==> config.mk <==
export PLATFORM = sky130hd
export DESIGN_NAME = alu_ex_stage_flat
export DESIGN_NICKNAME = d
export VERILOG_FILES = /design/src/rtl/alu_ex_if.sv /design/src/rtl/alu_ex_stage.sv /design/src/flat_wrapper.sv
export SDC_FILE = /design/constraint.sdc
export NUM_CORES = 1
export LEC_CHECK = 0
export CAP_MARGIN = 5
export CORE_ASPECT_RATIO = 1.4
export CORE_MARGIN = 3
export CORE_UTILIZATION = 45
export DETAILED_ROUTE_END_ITERATION = 16
export GPL_ROUTABILITY_DRIVEN = 1
export GPL_TIMING_DRIVEN = 0
export PLACE_DENSITY_LB_ADDON = 0.08
export SYNTH_ARGS = -nofsm -noshare
export SYNTH_HDL_FRONTEND = slang
export SYNTH_SLANG_ARGS = --single-unit
==> constraint.sdc <==
create_clock -name clk -period 5.5 [get_ports clk]
set_input_delay 1.65 -clock clk [delete_from_list [all_inputs] [get_ports clk]]
set_output_delay 1.65 -clock clk [all_outputs]
set_load 0.05 [all_outputs]
==> src/rtl/alu_ex_if.sv <==
// Handshake and data bundle between issue, the ALU execute stage and writeback.
interface alu_ex_if #(
  parameter int XLEN = 32
);
  logic            flush;
  logic            in_valid;
  logic            in_ready;
  logic [XLEN-1:0] aluin1;
  logic [XLEN-1:0] aluin2;
  logic [3:0]      alu_op;
  logic [4:0]      rd_in;
  logic            out_valid;
  logic            out_ready;
  logic [XLEN-1:0] result;
  logic [4:0]      rd_out;
  logic            busy;

  modport master (
    output flush, in_valid, aluin1, aluin2, alu_op, rd_in, out_ready,
    input  in_ready, out_valid, result, rd_out, busy
  );

  modport slave (
    input  flush, in_valid, aluin1, aluin2, alu_op, rd_in, out_ready,
    output in_ready, out_valid, result, rd_out, busy
  );
endinterface

==> src/rtl/alu_ex_stage.sv <==
// Integer execute stage: single-cycle ALU ops plus an iterative shift-add MUL,
// with a one-entry registered output slot and valid/ready on both sides.
module alu_ex_stage #(
  parameter int XLEN = 32
) (
  input  logic     clk,
  input  logic     rst,
  alu_ex_if.slave  bus
);

  localparam int CW = $clog2(XLEN);

  typedef enum logic [3:0] {
    OP_ADD   = 4'd0,
    OP_SUB   = 4'd1,
    OP_SLL   = 4'd2,
    OP_SLT   = 4'd3,
    OP_SLTU  = 4'd4,
    OP_XOR   = 4'd5,
    OP_SRL   = 4'd6,
    OP_SRA   = 4'd7,
    OP_OR    = 4'd8,
    OP_AND   = 4'd9,
    OP_PASS2 = 4'd10,
    OP_MUL   = 4'd11
  } alu_op_t;

  typedef enum logic {
    IDLE = 1'b0,
    MUL  = 1'b1
  } state_t;

  state_t          state, state_d;
  logic [CW-1:0]   count;
  logic [XLEN-1:0] mcand;
  logic [XLEN-1:0] mplier;
  logic [XLEN-1:0] acc;
  logic [XLEN-1:0] acc_next;
  logic [4:0]      rd_hold;
  logic            out_valid;
  logic [XLEN-1:0] result;
  logic [4:0]      rd_out;
  logic            in_ready;
  logic            accept;
  logic            is_mul;
  logic            last_step;
  logic [XLEN-1:0] alu_res;
  logic [4:0]      shamt;

  assign in_ready  = (state == IDLE) && (!out_valid || bus.out_ready) && !bus.flush;
  assign accept    = bus.in_valid && in_ready;
  assign is_mul    = (bus.alu_op == OP_MUL);
  assign last_step = (count == CW'(XLEN - 1));
  assign shamt     = bus.aluin2[4:0];
  assign acc_next  = acc + (mplier[0] ? mcand : '0);

  assign bus.in_ready  = in_ready;
  assign bus.out_valid = out_valid;
  assign bus.result    = result;
  assign bus.rd_out    = rd_out;
  assign bus.busy      = (state == MUL);

  always_comb begin
    alu_res = '0;
    case (bus.alu_op)
      OP_ADD:   alu_res = bus.aluin1 + bus.aluin2;
      OP_SUB:   alu_res = bus.aluin1 - bus.aluin2;
      OP_SLL:   alu_res = bus.aluin1 << shamt;
      OP_SLT:   alu_res = {{(XLEN-1){1'b0}}, $signed(bus.aluin1) < $signed(bus.aluin2)};
      OP_SLTU:  alu_res = {{(XLEN-1){1'b0}}, bus.aluin1 < bus.aluin2};
      OP_XOR:   alu_res = bus.aluin1 ^ bus.aluin2;
      OP_SRL:   alu_res = bus.aluin1 >> shamt;
      OP_SRA:   alu_res = $signed(bus.aluin1) >>> shamt;
      OP_OR:    alu_res = bus.aluin1 | bus.aluin2;
      OP_AND:   alu_res = bus.aluin1 & bus.aluin2;
      OP_PASS2: alu_res = bus.aluin2;
      default:  alu_res = '0;
    endcase
  end

  always_ff @(posedge clk) begin
    if (rst) state <= IDLE;
    else     state <= state_d;
  end

  always_comb begin
    state_d = state;
    if (bus.flush) begin
      state_d = IDLE;
    end else begin
      case (state)
        IDLE:    if (accept && is_mul) state_d = MUL;
        MUL:     if (last_step) state_d = IDLE;
        default: state_d = IDLE;
      endcase
    end
  end

  always_ff @(posedge clk) begin
    if (rst) begin
      out_valid <= 1'b0;
      result    <= '0;
      rd_out    <= '0;
      count     <= '0;
      mcand     <= '0;
      mplier    <= '0;
      acc       <= '0;
      rd_hold   <= '0;
    end else if (bus.flush) begin
      out_valid <= 1'b0;
      count     <= '0;
    end else begin
      if (out_valid && bus.out_ready) out_valid <= 1'b0;
      // Loads below override the drain so a same-edge refill keeps out_valid high.
      if (accept) begin
        if (is_mul) begin
          mcand   <= bus.aluin1;
          mplier  <= bus.aluin2;
          acc     <= '0;
          count   <= '0;
          rd_hold <= bus.rd_in;
        end else begin
          result    <= alu_res;
          rd_out    <= bus.rd_in;
          out_valid <= 1'b1;
        end
      end
      if (state == MUL) begin
        acc    <= acc_next;
        mcand  <= mcand << 1;
        mplier <= mplier >> 1;
        count  <= count + 1'b1;
        if (last_step) begin
          result    <= acc_next;
          rd_out    <= rd_hold;
          out_valid <= 1'b1;
        end
      end
    end
  end

endmodule
==> src/flat_wrapper.sv <==
// flat-port wrapper written by rule: the top's interface ports become plain ports
module alu_ex_stage_flat 
#(
  parameter int XLEN = 32
)
  (clk, rst, bus_flush, bus_in_valid, bus_aluin1, bus_aluin2, bus_alu_op, bus_rd_in, bus_out_ready, bus_in_ready, bus_out_valid, bus_result, bus_rd_out, bus_busy);
  alu_ex_if #(.XLEN(XLEN)) bus_i ();
  input  logic clk;
  input  logic rst;
  input wire logic [$bits(bus_i.flush)-1:0] bus_flush;
  input wire logic [$bits(bus_i.in_valid)-1:0] bus_in_valid;
  input wire logic [$bits(bus_i.aluin1)-1:0] bus_aluin1;
  input wire logic [$bits(bus_i.aluin2)-1:0] bus_aluin2;
  input wire logic [$bits(bus_i.alu_op)-1:0] bus_alu_op;
  input wire logic [$bits(bus_i.rd_in)-1:0] bus_rd_in;
  input wire logic [$bits(bus_i.out_ready)-1:0] bus_out_ready;
  output wire logic [$bits(bus_i.in_ready)-1:0] bus_in_ready;
  output wire logic [$bits(bus_i.out_valid)-1:0] bus_out_valid;
  output wire logic [$bits(bus_i.result)-1:0] bus_result;
  output wire logic [$bits(bus_i.rd_out)-1:0] bus_rd_out;
  output wire logic [$bits(bus_i.busy)-1:0] bus_busy;
  assign bus_i.flush = bus_flush;
  assign bus_i.in_valid = bus_in_valid;
  assign bus_i.aluin1 = bus_aluin1;
  assign bus_i.aluin2 = bus_aluin2;
  assign bus_i.alu_op = bus_alu_op;
  assign bus_i.rd_in = bus_rd_in;
  assign bus_i.out_ready = bus_out_ready;
  assign bus_in_ready = bus_i.in_ready;
  assign bus_out_valid = bus_i.out_valid;
  assign bus_result = bus_i.result;
  assign bus_rd_out = bus_i.rd_out;
  assign bus_busy = bus_i.busy;
  alu_ex_stage #(.XLEN(XLEN)) u_core (.clk(clk), .rst(rst), .bus(bus_i));
endmodule
==> summary.md <==
| Metric | Value |
|---|---|
| VDD IR max | between 200 and 250 uV |
| # rows | 84 |
| Initial antenna violation count | 3 |
| Final worst setup slack | -0.165 ns |
| Hold Crit Start | u_core.bus.result[3] |
| Synth top cells by count | nor2_1, a21oi_1, nand2_1 |
| Reg2reg setup slack | ~1.3 ns |
| Switching part of the total | 0.419 |
| Congestion Overflow GR | 0 |
| Max-cap violations | 0 |
| Syn Nets | 2538 |
| Die Width | about 170 um |
| Total number of vias | 21377 |
| Final Hold Fails | 0 |
| HPWL after DPL | ~79 mm |
| Clock power frac | 0.324 |
| 1st-iter DRT viols | just over 3000 |
| Synth area leader | dfxtp_1 |
| Final Non-Filler Cells | approximately 3000 |
| WS Path Type | in2reg |
| Yosys warnings | 0 |
| Minimum clock period after layout | about 5.7 ns |
| Avg Inst Size Synth | 7.41 sq um |
| Largest net degree at the start of global routing | 17 |
| Logic pwr share | 0.393 |
| Synth Cell Area | ~17000 sq um |
| Number of remaining DRC errors | 0 |
| Worst Path Max Fanout | 10 |
| IO Port Bufs | around 120 |
| CP startpoint kind | primary input |
| Static leakage | between 7 and 8 nW |
| Max Transition Viols Final | 0 |
| Initial Util | 0.457 |
| Psw | about 1.6 mW |
| Most common cell on crit path | o21ai_0 |
| RSZ-0062 raised after global routing | no |
| Register area share after synthesis | 0.169 |
| Longest Clk Path Bufs | 2 |
| Power Dens Cells | about 190 nW/um^2 |
| Internal power | between 2 and 2.5 mW |
| Period utilization | 1.03 |
| Core Util, Final | 0.531 |
| Clock latency on the worst-skew pair | 0.48 ns |
| Full die area | approximately 41000 sq um |
| Worst Path Buf+Inv | 5 |
| CP max-delay cell | o21ai_0 |
| CP delay by family, top | compound AO/OA/AOI/OAI gates |
| Placed Cells | roughly 2900 |
| # clock sinks | 145 |
| Reg power frac | 0.282 |
| Routed Antenna Nets | 0 |
| Vias in the first global route | about 20000 |
| Worst path cell trace | dlygate4sd2_1 -> buf_6 -> buf_2 -> buf_1 -> clkbuf_1 -> a21oi_1 -> o21ai_0 -> o21ai_0 -> a311oi_2 -> o21ai_0 -> o211ai_1 -> a21oi_1 |
| Clock transition at path regs | approximately 0.06 ns |
| Achievable clock frequency | ~180 MHz |
| CP arrival | about 6 ns |
| Worst r2r src | u_core.mplier[0] |
| Core ar. | 37600 sq um |
| Setup crit end kind | flip-flop |
| Least-Margin Pin Slew | about 1.4 ns |
| Area Growth Syn to Fin | 16.2% |
| Ys async rst share | 0 |
| CTS H-tree lvls | 4 |
| Avg WL per Cell | roughly 35 um |
| CTS Buf Count | 17 |
| CP peak stage delay | roughly 1.1 ns |
| CTS root buffer | clkbuf_16 |
| CTS tree | built |
| Die outline height | between 200 and 250 um |
| Prevailing post-synth register cell | dfxtp_1 |
| Post-synth EDFFs | 0 |
| Synthesis-stage register bit count | between 100 and 150 |
| HP Class | reg2reg |
| GP Congestion | around 1.2 |
| First-pass GRT wire length | 144 mm |
| Vias/cell | a little over 7 |
| Post-Route WL | 103 mm |
| Share of cells above drive strength 1 | 0.0960 |
| Origin of the worst setup path | bus_aluin2[2] |
| Mapped Cells | approximately 2300 |
| I/O Pins | between 100 and 150 |
| All-Layer GR Usage | 0.493 |
| Synth cell types | between 90 and 100 |
| Required time worst endpoint | 5.83 ns |
| Status | finished with violations |
| # nets final | between 2000 and 3000 |
| Yosys top cell area share | 0.169 |
| Worst slew margin | 0.0809 |
| Violated checks | negative setup slack |
| Setup-failing EPs final | 14 |
| Top-count cell post-synth | nor2_1 |
| Pre-antenna DRT Iters | 7 |
| Synth area leaders | dfxtp_1, ha_1, nor2_1, a21oi_1, mux2i_1 |
| Layout Skew | roughly 0.012 ns |
[cell families after synthesis]
logic type	share of synthesized area
AOI/OAI and AO/OA	0.336
xor gates and xnor gates	0.0193
adders and majority gates	0.103
buffers and inverters	0.0674
DFF	0.169
muxes	0.130
and+or+nand+nor	0.176
[sequential cells by signal (all words and copies together), names as in the netlist]
register and flops:
u_core.bus.result 32, u_core.mcand 32, u_core.count 5, u_core.bus.rd_out 5
u_core.acc 32, u_core.mplier 32, u_core.bus.out_valid 1, u_core.bus.busy 1
u_core.rd_hold 5
[final timing paths]
kind	end	depth (start not counted)
worst max-delay path	u_core.bus.result[14]	12
worst min-delay path	u_core.bus.result[3]	2
worst max register to register	u_core.bus.result[18]	13
worst min register to register	u_core.bus.result[3]	2
[cell usage in the layout (no fill, tap or decap), types with 15 or more instances in the layout]
cell type        netlist  layout
buf_2                 35      32
mux2_2                21      21
dfxtp_1              145     145
clkbuf_16              0      17
xnor2_1               19      19
nand2_1              193     193
clkbuf_1             117     104
a221oi_1              31      30
o21ai_0              150     145
nor2_1               293     288
ha_1                 137     136
a211oi_1              99      97
mux2i_1              106     105
inv_1                108     107
nand2b_1              20      20
a31oi_1               27      23
o211ai_1              28      28
and2_1                38      38
nor3_1                36      34
nand3_1               25      25
xor2_1                19      19
clkdlybuf4s50_1        0      97
o21a_1                16      16
o21ai_1               15      18
o21bai_1              22      22
a21oi_1              212     208
nor2b_1               15      15
mux4_2                36      36
a21o_1                35      35
buf_4                  3      20
a22oi_1               50      50
o22ai_1               16      15
o221ai_1              17      17
[metal layers]
layer	vias up	wire, um	track usage
met2	1782	42900	0.740
met4	2	12700	0.441
li1	8943	-	-
met5	-	13	0
met1	10059	35000	0.556
met3	591	12100	0.152
[stage by stage]
| stage | cell area (sq um) | TNS (ns) | total power, mW | setup WS, ns | hold WS [ns] |
|---|---|---|---|---|---|
| floorplan | 17200 | 0 | 1.88 | 0.195 | 0.436 |
| global placement | 19000 | -138.19 | 2.44 | -2.63 | 0.435 |
| detailed placement | 19000 | -111.34 | 2.44 | -2.56 | 0.442 |
| CTS | 19800 | 0 | 3.69 | 0.00771 | 0.456 |
| global route | 20000 | 0 | 3.87 | 0.000426 | 0.482 |
| finish | 20000 | -0.972 | 3.81 | -0.165 | 0.455 |
[repair_timing]
item | in CTS | in global routing
hold buffers | 0 | 0
gates cloned | 0 | 0
endpoints found under the setup margin | 94 | 26
buffers inserted | 6 | 5
resized for setup | 67 | 58
pin swaps | 6 | 8
[worst min-delay path: cells and delay by family (launching register included)]
family,cells,cell delay [ns]
DFF,1,0.33
AOI/OAI and AO/OA,1,0.05
and+or+nand+nor,1,0.04
[power groups by stage]
stage | combinational, mW | sequential [mW] | clock (mW)
after floorplan | 0.751 | 1.13 | 0
after detailed placement | 1.34 | 1.10 | 0
after CTS | 1.38 | 1.08 | 1.24
after global routing | 1.52 | 1.08 | 1.27
after global placement | 1.34 | 1.10 | 0
final | 1.50 | 1.08 | 1.24
[cell type report]
| cell class | count | area (sq um) |
|---|---|---|
| Fill cell | 3564 | 17600 |
| Multi-Input combinational cell | 1891 | 13400 |
| Sequential cell | 145 | 2900 |
| Timing Repair Buffer | 130 | 1260 |
| Buffer | 168 | 783 |
| Tap cell | 473 | 592 |
| Clock buffer | 18 | 439 |
| Inverter | 113 | 429 |
| Clock inverter | 14 | 154 |
| Antenna cell | 3 | 7.51 |
(Power assumes the default switching activity.)
==> variant, RTL diff (same settings) <==
`XLEN` is set to 32 in 3 places; all go to 16.
--- a/src/rtl/alu_ex_if.sv
+++ b/src/rtl/alu_ex_if.sv
@@ -1,6 +1,6 @@
 // Handshake and data bundle between issue, the ALU execute stage and writeback.
 interface alu_ex_if #(
-  parameter int XLEN = 32
+  parameter int XLEN = 16
 );
   logic            flush;
   logic            in_valid;
--- a/src/rtl/alu_ex_stage.sv
+++ b/src/rtl/alu_ex_stage.sv
@@ -1,7 +1,7 @@
 // Integer execute stage: single-cycle ALU ops plus an iterative shift-add MUL,
 // with a one-entry registered output slot and valid/ready on both sides.
 module alu_ex_stage #(
-  parameter int XLEN = 32
+  parameter int XLEN = 16
 ) (
   input  logic     clk,
   input  logic     rst,
--- a/src/flat_wrapper.sv
+++ b/src/flat_wrapper.sv
@@ -1,7 +1,7 @@
 // flat-port wrapper written by rule: the top's interface ports become plain ports
 module alu_ex_stage_flat 
 #(
-  parameter int XLEN = 32
+  parameter int XLEN = 16
 )
   (clk, rst, bus_flush, bus_in_valid, bus_aluin1, bus_aluin2, bus_alu_op, bus_rd_in, bus_out_ready, bus_in_ready, bus_out_valid, bus_result, bus_rd_out, bus_busy);
   alu_ex_if #(.XLEN(XLEN)) bus_i ();
Ports: changed (resized bus_aluin1, bus_aluin2 and bus_result); port bits go from 118 to 70. The function was not compared with the original's and may differ.
==> variant against the unedited design <==
The run ends with max-capacitance violations left; global-route usage is 14 points lower; total power is 50% lower; routed wire length is 65% lower; sequential share of layout area is 1.9 points higher; final area is 51% lower; synthesized area is 52% lower; sequential cell count is 65 lower; worst setup slack better by 0.30 ns; worst hold slack worse by 0.0012 ns; non-clock buffer count is 143 lower; critical path type unchanged; largest power group is now clock; highest routed layer is now met4.
==> variant: results (changes against the unedited design) <==
- The CTS sink count is 80 (-45%).
- Ranked by instance count, the synthesized netlist is headed by sky130_fd_sc_hd__nor2_1, sky130_fd_sc_hd__dfxtp_1, sky130_fd_sc_hd__a21oi_1.
- The sequential group power was 591 uW (-45%).
- The placer's final routability congestion estimate was 1.00 (-17%).
- The compound-cell area share of the yosys netlist is 0.301 (-0.0345).
- The power density over cell area is 195 nW/um^2 (+2.2%).
- The checks that failed: max-capacitance violations.
- The number of distinct library cells after synthesis is 84 (-12%).
- The mux share of post-synthesis cell area is 0.104 (-0.0255).
- The top fanout value on the critical path came to 12 (+2).
- The number of diodes added for antenna fixing is 0 (-3).
- The placed instance area came to 9320 um^2 (-51%).
- The clock insertion delay at the later pin of the skew report is 0.35 ns (-0.13 ns).
- The portion of the layout cell area used by non-clock buffers is 0.114 (+0.0118).
- The hold slack is 0.454 ns (-0.00117 ns).
- The signal arrival time at the worst endpoint was 5.64 ns (-0.35 ns).
- The fraction of the mapped netlist area in adder cells came to 0.112 (+0.00906).
- The worst hold path endpoint is u_core.bus.rd_out[3].
- The count of routing violations after the opening detailed-route iteration is 750 (-76%).
- The switching component of the power is 623 uW (-61%).
- The number of global-route vias before repair came to 8,837 (-56%).
- The transition time of the tightest slew-check pin is 1.43 ns (+0.0637 ns).
- The number of cells in the finished layout apart from fillers came to 1,417 (-52%).
- The main power-consuming group is clock.
- Signal routing reaches up to met4.
- The routed wire length per instance is 25.3 um (-27%).
- The number of ordinary and repair buffers in the finished layout came to 155 (-48%).
- The clock skew after layout is 0.00927 ns (-0.00238 ns).
- In this run the critical register-to-register path is captured at u_core.bus.result[15].
- The worst voltage drop across the vdd grid is 0.152 mV (-28%).
- The number of nets in the synthesized netlist is 1,208 (-52%).
- The flop-to-flop setup slack is 2.19 ns (+0.93 ns).
- The tapcell count was 240 (-49%).
- The flow ran to the end, but the final reports show violations.
- The count of clock-net buffers in the final layout is 9 (-9).
- The largest net degree at the start of global routing is 15 (-2).
- The number of maximum-capacitance violations is 1 (+1).
- The multi-input logic area is 6170 um^2 (-54%).
[variant: cell types whose count changed in the layout (fill, tap and decap cells not counted), moves of 28 or more]
cell | before | now
sky130_fd_sc_hd__o21ai_0 | 145 | 43
sky130_fd_sc_hd__ha_1 | 136 | 70
sky130_fd_sc_hd__mux4_2 | 36 | 8
sky130_fd_sc_hd__a211oi_1 | 97 | 45
sky130_fd_sc_hd__a21oi_1 | 208 | 71
sky130_fd_sc_hd__nand2_1 | 193 | 69
sky130_fd_sc_hd__dfxtp_1 | 145 | 80
sky130_fd_sc_hd__inv_1 | 107 | 46
sky130_fd_sc_hd__nor2_1 | 288 | 147
sky130_fd_sc_hd__clkbuf_1 | 104 | 41
sky130_fd_sc_hd__mux2i_1 | 105 | 60
sky130_fd_sc_hd__clkdlybuf4s50_1 | 97 | 68
[variant: timing repair]
item	4_1_cts	5_1_grt
buffers inserted	0	5
setup endpoints to repair	0	9
resized for setup	0	3
